--- config.mk ---
export PLATFORM = sky130hd
export DESIGN_NAME = stream_demux_1to2
export DESIGN_NICKNAME = d
export VERILOG_FILES = /design/src/rtl/mips_stream_pkg.sv /design/src/rtl/wrap_counter.sv /design/src/rtl/stream_demux_1to2.sv
export SDC_FILE = /design/constraint.sdc
export NUM_CORES = 1
export LEC_CHECK = 0
export BUFFER_PORTS_ARGS = -buffer_cell sky130_fd_sc_hd__buf_2
export CORE_MARGIN = 5
export CORE_UTILIZATION = 42
export DETAILED_ROUTE_END_ITERATION = 8
export PLACE_DENSITY = 0.76
export SYNTH_ARGS = -nofsm -noshare
export SYNTH_HDL_FRONTEND = slang
export SYNTH_HIERARCHICAL = 1
export SYNTH_SLANG_ARGS = --single-unit
--- constraint.sdc ---
create_clock -name clk -period 1.45 [get_ports clk]
set_input_delay 0.3625 -clock clk [delete_from_list [all_inputs] [get_ports clk]]
set_output_delay 0.3625 -clock clk [all_outputs]
set_load 0.02 [all_outputs]
--- src/rtl/mips_stream_pkg.sv ---
// mips_stream_pkg: shared state encoding and default widths for the stream demux
package mips_stream_pkg;
  typedef enum logic {EMPTY, FULL} demux_state_t;
  localparam int DATA_W = 32;
  localparam int CNT_W  = 16;
endpackage

--- src/rtl/wrap_counter.sv ---
// wrap_counter: enable-increment counter that silently wraps at 2^W-1
module wrap_counter #(
  parameter int W = 16
) (
  input  logic         clk,
  input  logic         rst_n,
  input  logic         en_i,
  output logic [W-1:0] cnt_o
);
  logic [W-1:0] cnt_q, cnt_d;
  always_comb cnt_d = en_i ? cnt_q + W'(1) : cnt_q;
  always_ff @(posedge clk or negedge rst_n)
    if (!rst_n) cnt_q <= '0;
    else        cnt_q <= cnt_d;
  assign cnt_o = cnt_q;
endmodule

--- src/rtl/stream_demux_1to2.sv ---
// stream_demux_1to2: one-deep registered 1-to-2 stream demux with per-output transfer counters
module stream_demux_1to2 #(
  parameter int NBits = mips_stream_pkg::DATA_W,
  parameter int CNT_W = mips_stream_pkg::CNT_W
) (
  input  logic             clk,
  input  logic             rst_n,
  input  logic             in_valid_i,
  output logic             in_ready_o,
  input  logic             in_sel_i,
  input  logic [NBits-1:0] in_data_i,
  output logic             out0_valid_o,
  input  logic             out0_ready_i,
  output logic [NBits-1:0] out0_data_o,
  output logic             out1_valid_o,
  input  logic             out1_ready_i,
  output logic [NBits-1:0] out1_data_o,
  output logic [CNT_W-1:0] cnt0_o,
  output logic [CNT_W-1:0] cnt1_o
);
  import mips_stream_pkg::*;
  demux_state_t     state_q, state_d;
  logic [NBits-1:0] data_q, data_d;
  logic             sel_q, sel_d;
  logic             fire0, fire1, out_fire, in_fire;
  always_ff @(posedge clk or negedge rst_n)
    if (!rst_n) begin
      state_q <= EMPTY;
      data_q  <= '0;
      sel_q   <= 1'b0;
    end else begin
      state_q <= state_d;
      data_q  <= data_d;
      sel_q   <= sel_d;
    end
  // A simultaneous pop and push keeps the slot full, giving one word per cycle.
  always_comb begin
    state_d = in_fire ? FULL : (out_fire ? EMPTY : state_q);
    data_d  = in_fire ? in_data_i : data_q;
    sel_d   = in_fire ? in_sel_i : sel_q;
  end
  always_comb begin
    out0_valid_o = (state_q == FULL) & ~sel_q;
    out1_valid_o = (state_q == FULL) & sel_q;
    out0_data_o  = data_q;
    out1_data_o  = data_q;
    fire0        = out0_valid_o & out0_ready_i;
    fire1        = out1_valid_o & out1_ready_i;
    out_fire     = fire0 | fire1;
    in_ready_o   = (state_q == EMPTY) | out_fire;
    in_fire      = in_valid_i & in_ready_o;
  end
  wrap_counter #(.W(CNT_W)) u_cnt0 (.clk(clk), .rst_n(rst_n), .en_i(fire0), .cnt_o(cnt0_o));
  wrap_counter #(.W(CNT_W)) u_cnt1 (.clk(clk), .rst_n(rst_n), .en_i(fire1), .cnt_o(cnt1_o));
endmodule

==> key figures <==
Routing
  – Antenna-violating nets left: 0
  – DRC: 0
  – DRT Pass-1 Iters: 4
  – Via count: between 2000 and 2500
  – Initial DRC count: 31
  – Final wirelength: 7090 um
  – Routed length per placed instance: between 10 and 15 um
  – Vias per inst: 4.65

Clock network
  – CTS Sinks: 66
  – CTS tree: done
  – H-tree depth: 3
  – CTS Root Cell: clkbuf_8
  – CTS Buf Count: 9
  – Worst-Skew Late Latency: about 320 ps
  – Hold buffers post-CTS: 0
  – Max Root-Sink Buffers: 2
  – Clk pin slew, worst setup/hold paths: about 70 ps

Cells and area
  – Area delta synth->final: 44.9%
  – Number of inserted diodes: 0
  – Layout cells sized above 1: about 63%
  – Nets: 412

STA
  – Final Skew: 5.67 ps
  – Worst Max-Slew Pin Slew: about 360 ps
  – Worst setup margin: -257 ps
  – RSZ-0062 raised after global routing: true
  – Normalized max-slew margin: about three quarters
  – Slew Viols, Final: 0
  – Final Cycle Share: 118%
  – Final Hold Viols: 0
  – Setup violators final: 57
  – Crit path time final: 1710 ps
  – WHS: ~14 ps
  – Highest clock rate: 0.586 GHz
  – Final setup TNS: -8980 ps

GRT
  – Global-route wire length before repair: between 10000 and 15000 um
  – Vias in the first global route: roughly 2200
  – Total GRT Usage: around 15%
  – Largest net degree at the start of global routing: 67
  – Overflow after GRT: 0
  – Initial antenna violation count: 0

Placement
  – DP Wirelength: between 4000 and 5000 um
  – IO buf count: approximately 140
  – Placer Congestion: just over 0.8

Worst setup path
  – Crit path kind: reg2reg
  – Critical Path RT: about 1700 ps
  – R2R Path Start: sel_q
  – Max stage delay on crit path: roughly 430 ps
  – CP endpoint kind: register
  – Worst setup path start: sel_q
  – Worst-path fanout max: 6
  – CP max stage cell: dfrtp_2
  – Family with the most delay on the worst path: multiplexers
  – CP Buf/Inv Count: 3
  – Worst setup path end: out0_data_o[18]
  – WP depth: 6
  – Critical-path cell list: mux2i_4 > buf_6 > a21boi_4 > buf_4 > clkbuf_16 > mux2_2
  – R2R depth: 6
  – Worst Setup Start Kind: register
  – RR Endpoint: out0_data_o[18]
  – Flop-to-flop setup slack: -260 ps
  – CP arrival: 1930 ps

Logic synthesis
  – Mapped Area: 2970 um^2
  – Synth cell types: 27
  – FFs w/ async S/R, synth: 100%
  – Synthesis-stage register bit count: 66
  – Number of synthesized flops with an enable pin: 0
  – Synth top area share: a little under three fifths
  – Post-synth top cells: dfrtp_1 (66), buf_4 (32), mux2_2 (32)
  – Sequential area share after synthesis: a little under three fifths
  – Syn Nets: approximately 270
  – Area leader, netlist: dfrtp_1
  – Top cells by area, synth: dfrtp_1 (56%), mux2_2 (12%), buf_4 (8.1%)
  – Mapped Cells: between 200 and 250
  – Most common cell in the netlist: dfrtp_1
  – Ys flop type: dfrtp_1
  – Yosys warns: 6
  – Avg Inst Size Synth: about 13 um^2

Min path
  – Worst Hold Class: in2async

Die
  – Row count: 30
  – Core area: between 6000 and 7000 um^2
  – Die span in y: between 90 and 100 um
  – Initial Util: between 40% and 50%
  – Die area: just under 9000 um^2
  – I/O pins: around 140
  – Die Wd: 94.0 um

Outcome
  – Outcome: finished, violations left
  – Failing checks: setup timing

Power and ir drop
  – VDD IR max: between 1 and 1.5 mV
  – Power Density: roughly 1500 nW/um^2
  – Leakage dissipation: between 2 and 2.5 nW

Run
  – Max Cap Violations: 0
stage by stage:
step	worst slack, ps	power [mW]	std cells	instance area [um^2]	utilization (%)
final	-257	6.29	473	4300	62.9
after global routing	-335	6.62	473	4300	62.9
after CTS	-214	6.20	466	4070	59.5
after detailed placement	-153	4.52	441	3680	53.8
after global placement	-112	4.46	441	3680	53.8
after floorplan	-158	3.87	226	2980	-
flip-flops by register name, summed over array words and instances (netlist names):
| name | flops |
|---|---|
| out0_data_o | 32 |
| sel_q | 1 |
| state_q | 1 |
| u_cnt0/cnt_o | 16 |
| u_cnt1/cnt_o | 16 |
final cells by class:
class	count	area [um^2]
Clock buffer	14	163
Inverter	3	11.3
Timing Repair Buffer	170	1080
Clock inverter	2	35.0
Tap cell	96	120
Fill cell	558	2540
Multi-Input combinational cell	122	1230
Sequential cell	66	1650
routing by layer:
metal | part of all wire (%) | up-vias | GRT usage (%)
met1 | 41 | 1073 | 18.5
met4 | 1.4 | 0 | 6.14
met2 | 50 | 87 | 25.8
met5 | 0 | - | 0
li1 | - | 1030 | -
met3 | 7.3 | 10 | 4.25
cell usage in the layout, fill, tap and decap left out, types with 2 or more instances in the layout:
| master | netlist | routed |
|---|---|---|
| buf_2 | 0 | 131 |
| dfrtp_1 | 66 | 65 |
| mux2_4 | 0 | 26 |
| buf_4 | 32 | 20 |
| xnor2_1 | 18 | 18 |
| buf_6 | 3 | 13 |
| xor2_1 | 12 | 12 |
| clkbuf_8 | 0 | 11 |
| nand2_1 | 11 | 8 |
| nand3_1 | 10 | 8 |
| mux2_2 | 32 | 6 |
| nand4_1 | 6 | 6 |
| buf_12 | 0 | 4 |
| nor3_4 | 0 | 4 |
| nor2_4 | 0 | 3 |
| nand2_2 | 0 | 3 |
| clkbuf_1 | 0 | 3 |
| nor2_1 | 7 | 3 |
| nand2b_1 | 2 | 2 |
| clkbuf_16 | 0 | 2 |
| nand4_4 | 2 | 2 |
| nand3_2 | 0 | 2 |
| mux2_1 | 2 | 2 |
| inv_1 | 3 | 2 |
| and4_1 | 2 | 2 |
| and3_1 | 2 | 2 |
| ha_1 | 2 | 2 |
timing repair:
action | CTS | global route
endpoints found under the setup margin | 46 | 61
setup buffers | 8 | 8
cloned | 1 | 2
pin swaps | 4 | 11
resized for setup | 26 | 44
worst register-to-register path, stage by stage (launching register included):
cell and delay (ps):
dfrtp_2 430, mux2i_4 200, buf_6 120, a21boi_4 210, buf_4 170, clkbuf_16 140, mux2_2 320
cell families after synthesis:
logic type | count (synthesis) | synth area share, %
flip-flops | 66 | 55.7
AND/OR/NAND/NOR | 51 | 10.6
buffers and inverters | 38 | 9.62
multiplexers | 35 | 13.2
XOR/XNOR | 30 | 8.86
AO/OA/AOI/OAI | 4 | 1.14
adder cells (fa/ha/maj) | 2 | 0.844
how the worst min path moves through the flow:
| stage | slack, ps | start | endpoint | cells past startpoint |
|---|---|---|---|---|
| after floorplan | 70 | rst_n | out0_data_o[0] | 0 |
| after global placement | 400 | rst_n | u_cnt0/cnt_o[8] | 2 |
| after detailed placement | 410 | rst_n | u_cnt0/cnt_o[6] | 2 |
| after CTS | 50 | rst_n | out0_data_o[31] | 2 |
| after global routing | 80 | rst_n | u_cnt0/cnt_o[13] | 2 |
| final | 10 | rst_n | u_cnt0/cnt_o[13] | 2 |
report_power, final:
part	leakage (nW)	total [mW]	switching, mW	internal (mW)
Clock	0.101	1.52	0.633	0.888
Combinational	1.39	2.31	1.28	1.03
Sequential	0.815	2.45	0.292	2.16
Note: power is estimated with default switching activity, not from simulation.
